**src/rtl/parking_pkg.sv**
```systemverilog
// Shared parking-lot types and constants.
// Space count, index/timer widths and the allocator FSM states.
package parking_pkg;

  localparam int SPACES      = 8;
  localparam int GATE_CYCLES = 4;
  localparam int IDX_W       = 3;
  localparam int TIMER_W     = 8;

  typedef logic [SPACES-1:0] cap_t;
  typedef logic [IDX_W-1:0]  idx_t;
  typedef logic [TIMER_W-1:0] timer_t;

  typedef enum logic [1:0] {
    IDLE    = 2'd0,
    OPEN    = 2'd1,
    RELEASE = 2'd2
  } state_t;

endpackage

```
**src/rtl/space_allocator_if.sv**
```systemverilog
// Entry/exit request and status bundle of the space allocator.
// master: drives enable/exit/exit_space; slave: drives status outputs.
interface space_allocator_if;
  import parking_pkg::*;

  logic enable;
  logic exit;
  idx_t exit_space;
  cap_t parking_capacity;
  idx_t space_id;
  logic gate_open;
  logic full;
  logic error;

  modport master (
    output enable, exit, exit_space,
    input  parking_capacity, space_id,
    input  gate_open, full, error
  );

  modport slave (
    input  enable, exit, exit_space,
    output parking_capacity, space_id,
    output gate_open, full, error
  );

endinterface

```
**src/rtl/free_space_encoder.sv**
```systemverilog
// Lowest-index priority encoder over the free-space vector.
// vec: free bits in; idx: lowest set bit; valid: any bit set.
module free_space_encoder
  import parking_pkg::*;
(
  input  cap_t vec,
  output idx_t idx,
  output logic valid
);

  // Scan high to low so the lowest set bit wins.
  always_comb begin
    idx   = '0;
    valid = 1'b0;
    for (int i = SPACES - 1; i >= 0; i--) begin
      if (vec[i]) begin
        idx   = IDX_W'(i);
        valid = 1'b1;
      end
    end
  end

endmodule

```
**src/rtl/space_allocator.sv**
```systemverilog
// Parking space allocator: admits one car per enable, drives the gate.
// Ports: clk, reset (async high), bus (space_allocator_if.slave).
module space_allocator
  import parking_pkg::*;
#(
  parameter int GATE_CYCLES = parking_pkg::GATE_CYCLES,
  parameter int SPACES      = parking_pkg::SPACES
) (
  input  logic                clk,
  input  logic                reset,
  space_allocator_if.slave    bus
);

  localparam cap_t ALL_FREE = {SPACES{1'b1}};
  localparam timer_t TLOAD  = TIMER_W'(GATE_CYCLES - 1);

  state_t state_q, state_d;
  timer_t timer_q, timer_d;
  cap_t   cap_q, cap_d;
  idx_t   id_q, id_d;
  logic   gate_q, gate_d;
  logic   full_q, full_d;
  logic   err_q, err_d;

  idx_t   enc_idx;
  logic   enc_valid;

  free_space_encoder u_enc (
    .vec   (cap_q),
    .idx   (enc_idx),
    .valid (enc_valid)
  );

  always_ff @(posedge clk or posedge reset) begin
    if (reset) begin
      state_q <= IDLE;
      timer_q <= '0;
      cap_q   <= ALL_FREE;
      id_q    <= '0;
      gate_q  <= 1'b0;
      full_q  <= 1'b0;
      err_q   <= 1'b0;
    end else begin
      state_q <= state_d;
      timer_q <= timer_d;
      cap_q   <= cap_d;
      id_q    <= id_d;
      gate_q  <= gate_d;
      full_q  <= full_d;
      err_q   <= err_d;
    end
  end

  // Allocation picks from the pre-update vector; an exit in the same
  // cycle only sets a bit that was 0, so it never collides with it.
  always_comb begin
    state_d = state_q;
    timer_d = timer_q;
    cap_d   = cap_q;
    id_d    = id_q;
    gate_d  = gate_q;
    err_d   = 1'b0;

    unique case (state_q)
      IDLE: begin
        if (bus.enable) begin
          if (enc_valid) begin
            cap_d[enc_idx] = 1'b0;
            id_d    = enc_idx;
            gate_d  = 1'b1;
            timer_d = TLOAD;
            state_d = OPEN;
          end else begin
            err_d = 1'b1;
          end
        end
      end
      OPEN: begin
        if (timer_q == '0) begin
          gate_d  = 1'b0;
          state_d = RELEASE;
        end else begin
          timer_d = timer_q - 1'b1;
        end
      end
      RELEASE: begin
        if (!bus.enable) state_d = IDLE;
      end
      default: state_d = IDLE;
    endcase

    if (bus.exit) begin
      if (cap_q[bus.exit_space]) err_d = 1'b1;
      else cap_d[bus.exit_space] = 1'b1;
    end

    full_d = (cap_d == '0);
  end

  assign bus.parking_capacity = cap_q;
  assign bus.space_id         = id_q;
  assign bus.gate_open        = gate_q;
  assign bus.full             = full_q;
  assign bus.error            = err_q;

endmodule
```
**src/flat_wrapper.sv**
```systemverilog
// flat-port wrapper written by rule: the top's interface ports become plain ports
module space_allocator_flat import parking_pkg::*;
#(
  parameter int GATE_CYCLES = parking_pkg::GATE_CYCLES,
  parameter int SPACES      = parking_pkg::SPACES
)
  (clk, reset, bus_enable, bus_exit, bus_exit_space, bus_parking_capacity, bus_space_id, bus_gate_open, bus_full, bus_error);
  space_allocator_if bus_i ();
  input  logic clk;
  input  logic reset;
  input wire logic [$bits(bus_i.enable)-1:0] bus_enable;
  input wire logic [$bits(bus_i.exit)-1:0] bus_exit;
  input wire logic [$bits(bus_i.exit_space)-1:0] bus_exit_space;
  output wire logic [$bits(bus_i.parking_capacity)-1:0] bus_parking_capacity;
  output wire logic [$bits(bus_i.space_id)-1:0] bus_space_id;
  output wire logic [$bits(bus_i.gate_open)-1:0] bus_gate_open;
  output wire logic [$bits(bus_i.full)-1:0] bus_full;
  output wire logic [$bits(bus_i.error)-1:0] bus_error;
  assign bus_i.enable = bus_enable;
  assign bus_i.exit = bus_exit;
  assign bus_i.exit_space = bus_exit_space;
  assign bus_parking_capacity = bus_i.parking_capacity;
  assign bus_space_id = bus_i.space_id;
  assign bus_gate_open = bus_i.gate_open;
  assign bus_full = bus_i.full;
  assign bus_error = bus_i.error;
  space_allocator #(.GATE_CYCLES(GATE_CYCLES), .SPACES(SPACES)) u_core (.clk(clk), .reset(reset), .bus(bus_i));
endmodule
```
**config.mk**
```make
export PLATFORM = sky130hd
export DESIGN_NAME = space_allocator_flat
export DESIGN_NICKNAME = d
export VERILOG_FILES = /design/src/rtl/parking_pkg.sv /design/src/rtl/space_allocator_if.sv /design/src/rtl/free_space_encoder.sv /design/src/rtl/space_allocator.sv /design/src/flat_wrapper.sv
export SDC_FILE = /design/constraint.sdc
export NUM_CORES = 1
export LEC_CHECK = 0
export BUFFER_PORTS_ARGS = -buffer_cell sky130_fd_sc_hd__clkbuf_2
export CAP_MARGIN = 5
export CORE_MARGIN = 3
export CORE_UTILIZATION = 28
export DETAILED_ROUTE_END_ITERATION = 8
export PLACE_DENSITY = 0.42
export SETUP_SLACK_MARGIN = 0.1
export SKIP_LAST_GASP = 1
export SLEW_MARGIN = 20
export SYNTH_ARGS = -nofsm -noshare
export SYNTH_HDL_FRONTEND = slang
export SYNTH_SLANG_ARGS = --single-unit
export TNS_END_PERCENT = 10
```
**constraint.sdc**
```tcl
create_clock -name clk -period 4 [get_ports clk]
set_input_delay 0.2 -clock clk [delete_from_list [all_inputs] [get_ports clk]]
set_output_delay 0.2 -clock clk [all_outputs]
set_load 0.03 [all_outputs]
```
Word level (Yosys, flattened, before mapping). Index checks and enable logic that the tools add are counted.

Flip-flop bits (word level): 24. Input bits: 7. Output and inout bits: 14. Word-level logic and storage cells: 77.

Add/subtract/negate cells: 1. Magnitude comparators: 4. Eq/ne operators: 7. Muxes and demuxes: 45. Bitwise logic cells: 3. Reduce and logical (&&, ||, !) cells: 10.

Operators by type and width (count): 8-bit 2-to-1 mux (8); 3-bit 2-to-1 mux (8); 1-bit 2-to-1 mux (19); 8-bit logical NOT (2); 8-bit case mux with 2 select lines (1); 4-bit AND reduction (3); 8-bit AND (1); 3-bit by 4-bit less-than comparator with 1-bit output, second input constant (2); 2-bit 2-to-1 mux (4); 8-bit inverter (1); 8-bit OR (1); 8-bit by 1-bit subtractor with 8-bit output, second input constant (1); 1-bit demux with 3-bit select (2); 3-bit by 1-bit >= comparator with 1-bit output, second input constant (2); 2-bit inequality test, second input constant (3); 2-bit case mux with 3 select lines (1); 2-bit by 1-bit inequality test with 1-bit output, second input constant (2); 1-bit binary-select mux with 3-bit select (1); 3-bit AND reduction (1); 2-bit by 1-bit == test with 1-bit output, second input constant (1); 2-bit == test, second input constant (1); 1-bit logical AND (2); 2-bit logical NOT (1); 1-bit case mux with 2 select lines (1); 2-bit nonzero test (1).

Logic depth before layout (Yosys ltp).
Depth in word-level cells: 21. Gate-level depth with buffers: 7. Depth with buffers taken out: 7.

By module. From an unflattened synthesis, not the netlist that was laid out.

Cell total of the unflattened synthesis: 144. Area, all modules: 1442.6 µm².

By module, submodules not included: space_allocator (times used 1, cells each 131, area an instance 1362.6 µm², seq. area each 610.6 µm²); free_space_encoder (times used 1, cells each 13, area an instance 80.1 µm², seq. area each 0.0 µm²).

Worst setup path before layout. No wires, ideal clock.

Path type: reg2reg. Start point: reg u_core.cap_q[4], in the netlist u_core.bus.parking_capacity[4]. End point: reg u_core.timer_q[0]. Library setup time: 0.130 ns. Arrival: 1.746 ns. Required time: 3.870 ns. Slack: 2.124 ns. Cell stages (with the launch flop): 7. Buffers on the path: 1. Period minus slack after synthesis: 1.876 ns. Path through: dfstp_2 buf_6 or4_4 o21a_1 or2_4 nor2_1 a21oi_1.

Longest elaborated chain between the ends: 7.

RTL lines: start: declaration (line space_allocator.sv:19) `cap_t cap_q, cap_d;`; start signal: assignment (line space_allocator.sv:46) `cap_q <= cap_d;`; 1-bit 2-to-1 mux (5 in a row) (line free_space_encoder.sv:16) `if (vec[i]) begin`; 2-bit by 1-bit inequality test with 1-bit output (no source line); 4-bit AND reduction (no source line); end signal: assignment (line space_allocator.sv:45) `timer_q <= timer_d;`; end: declaration (line space_allocator.sv:18) `timer_t timer_q, timer_d;`.

Every way passes these cells. A chain may end at the register's enable or synchronous reset.

Worst setup path after layout.
Start point: reg u_core.timer_q[0]. End point: reg u_core.timer_q[4].

Longest elaborated chain between the ends: 3. Elaborated cells on any way between the ends: 6. Classes of those cells: add/sub (1); eq/ne (1); mux (2); reduce/logical (2).

RTL lines (line): 8-bit by 1-bit subtractor with 8-bit output or 8-bit logical NOT (tied branches) (space_allocator.sv:83, space_allocator.sv:79); 8-bit 2-to-1 mux or 2-bit inequality test (tied branches); 8-bit case mux with 2 select lines or 4-bit AND reduction (tied branches).

Parallel ways exist; a longest one is shown, timed or not. The select of a mux whose other input is x is not followed.

==> impl_metrics.env <==
export IMPL_tightest_slew_ns=0.916
export IMPL_synth_warnings=0
export IMPL_cp_max_fo=4
export IMPL_cpLargestDelayFamily="simple AND/OR/NAND/NOR gates"
export IMPL_crit_path_frequent_cell="a21oi_1"
export IMPL_cp_required_ns=4.19
export IMPL_num_antenna_cells=0
export IMPL_critical_path_arrival_ns=2.13
export IMPL_hold_path_class="primary input to async pin"
export IMPL_cts_sinks=24
export IMPL_maxSlewViolCount=0
export IMPL_tns_ns=0
export IMPL_synth_edff_count=0
export IMPL_core_area_mm2=0.00444
export IMPL_synth_fp_nets=140
export IMPL_synthTopCellsByCount="16 x dfrtp_1, 15 x nand2_1, 12 x nor2_1"
export IMPL_max_stage_delay_ns=0.41
export IMPL_clockRootBuffer="clkbuf_8"
export IMPL_cts_buffer_depth=2
export IMPL_regToRegEndpoint="u_core.timer_q[4]"
export IMPL_die_h_um=74.3
export IMPL_synth_top_cell_by_area="dfrtp_1"
export IMPL_fin_util_pct=33.7
export IMPL_vias=1038
export IMPL_grt_usage_pct=12.4
export IMPL_port_buffers=20
export IMPL_syn_area_mm2=0.00131
export IMPL_grt_pass1_vias=1145
export IMPL_rr_worst_depth=7
export IMPL_cts_tree="done"
export IMPL_wl_per_cell_um=14.6
export IMPL_fin_crit_ns=1.94
export IMPL_grt_max_degree=25
export IMPL_status="finished clean"
export IMPL_globalplace_congestion=0.833
export IMPL_drc=0
export IMPL_async_flop_share_pct=100
export IMPL_rrSetupSlack_ns=2.06
export IMPL_drt_iter0_drc=40
export IMPL_cellLeakagePower_nw=0.654
export IMPL_dp_hpwl_mm=2.31
export IMPL_ys_seq_area_share_pct=46.7
export IMPL_crit_buf_inv=1
export IMPL_routed_wl_mm=2.98
export IMPL_overflow=0
export IMPL_antenna_found_initial=0
export IMPL_grt_pass1_wl_mm=5.31
export IMPL_period_share_pct=48.5
export IMPL_cts_clk_slew_worst_paths_ns=0.08
export IMPL_synth_cell_types=43
export IMPL_die_w_um=74.3
export IMPL_post_cts_buffers=0
export IMPL_cts_resized=0
export IMPL_fin_cells=204
export IMPL_ys_seq_elements=24
export IMPL_max_freq_mhz=516
export IMPL_p_per_area_mw_per_mm2=818
export IMPL_cp_depth=7
export IMPL_syn2layout_area_growth_pct=14.6
export IMPL_fin_worst_skew_ns=0.00199
export IMPL_worstSetupStartpointType="flop"
export IMPL_yosysMostFrequentCell="dfrtp_1"
export IMPL_dp_cells=200
export IMPL_crit_slowest_cell="or4_1"
export IMPL_synth_area_per_cell_um2=9.98
export IMPL_synth_top_area_share_pct=30.6
export IMPL_cts_max_level=1
export IMPL_crit_chain="inv_1, ha_1, nor3b_1, a21oi_1, nand2_1, or4_1, a21oi_1"
export IMPL_max_vdd_ir_drop_mv=0.286
export IMPL_rsz0062_at_grt="no"
export IMPL_synth_ff_type="dfrtp_1"
export IMPL_synthCells=131
export IMPL_ant_nets=0
export IMPL_worst_skew_pair_late_latency_ns=0.26
export IMPL_setup_viol=0
export IMPL_viasPerCell=5.09
export IMPL_max_cap_violations=0
export IMPL_cts_buffers=3
export IMPL_reg2reg_from="u_core.timer_q[0]"
export IMPL_nNetsFinal=162
export IMPL_relSlewSlack_pct=38.9
export IMPL_crit_type="flop to flop"
export IMPL_postCtsHoldBufs=0
export IMPL_dieArea_mm2=0.00553
export IMPL_num_rows=24
export IMPL_endpoint_kind="flop"
export IMPL_start_util_pct=29.4
export IMPL_netlist_top_cells_area="dfrtp_1 31%, dfstp_2 16%, nand2_1 4.3%"
export IMPL_hold_viol_final=0
export IMPL_drive_gt1_share_pct=27.6
export IMPL_io_pins=21
export IMPL_drt_pass1_iter_count=4
[placed cells by master (no fill, tap or decap), drive strengths merged, types with 3 or more instances in the layout]
cell type / instances
or4: 3
mux2i: 3
nand4: 3
o21ai: 9
inv: 6
dfrtp: 16
nor2b: 3
o31ai: 7
dfstp: 8
clkbuf: 24
nor2: 12
a21oi: 6
nand2: 15
nor3: 3
xor2: 4
[layer usage]
metal  vias to the layer above  track usage [%]  share of wire, %
met1                       505             15.2                44
met5                         -                0                 0
li1                        515                -                 -
met3                         2             3.11               3.4
met2                        16             21.6                52
met4                         0             3.36              0.50
[final cells by class]
cell class,instances,area [um^2]
clock buffer,4,45.0
fill,478,2950
inverter,6,22.5
multi-input combinational,98,656
sequential,24,611
tap,52,65.1
timing repair buffer,20,100
[stage by stage]
stage                     worst slack (ns)  cell area (um^2)  total power [mW]  hold WS, ns
after detailed placement              2.10              1450              1.09        0.449
final                                 2.06              1500              1.23        0.109
after global placement                2.10              1450              1.09        0.445
after global routing                  1.86              1500              1.33        0.198
after CTS                             2.08              1500              1.25        0.150
after floorplan                       2.12              1310             0.935        0.209
[cell families (layout without fill, tap and decap cells)]
| logic type | count (synthesis) | count (layout) | share of synthesized area (%) |
|---|---|---|---|
| AND/OR/NAND/NOR | 53 | 53 | 22.1 |
| AO/OA/AOI/OAI | 34 | 34 | 19.7 |
| flip-flops | 24 | 24 | 46.7 |
| buffers and inverters | 9 | 30 | 3.16 |
| XOR/XNOR | 5 | 5 | 3.35 |
| adder cells (fa/ha/maj) | 3 | 3 | 2.68 |
| multiplexers | 3 | 3 | 2.30 |
[sequential cells by signal, summed over array words and instances, names as in the netlist]
signal / cells
u_core.bus.parking_capacity: 8
u_core.state_q: 2
u_core.bus.error: 1
u_core.bus.full: 1
u_core.bus.gate_open: 1
u_core.bus.space_id: 3
u_core.timer_q: 8
[worst max path at each step]
stage | start | end | slack, ns
after global placement | u_core.bus.parking_capacity[4] | u_core.timer_q[1] | 2.10
after global routing | u_core.state_q[1] | u_core.bus.full | 1.86
after CTS | u_core.bus.parking_capacity[4] | u_core.timer_q[1] | 2.08
after detailed placement | u_core.bus.parking_capacity[4] | u_core.timer_q[0] | 2.10
after floorplan | u_core.bus.parking_capacity[4] | u_core.timer_q[0] | 2.12
final | u_core.timer_q[0] | u_core.timer_q[4] | 2.06
[where the power goes]
| group | switching [mW] | total, mW | leakage (nW) | internal [mW] |
|---|---|---|---|---|
| logic | 0.348 | 0.559 | 0.349 | 0.211 |
| registers | 0.147 | 0.520 | 0.282 | 0.373 |
| clock network | 0.0749 | 0.146 | 0.0228 | 0.0711 |
| total | 0.570 | 1.23 | 0.654 | 0.655 |
No activity file was read; power rests on OpenSTA's default activity.
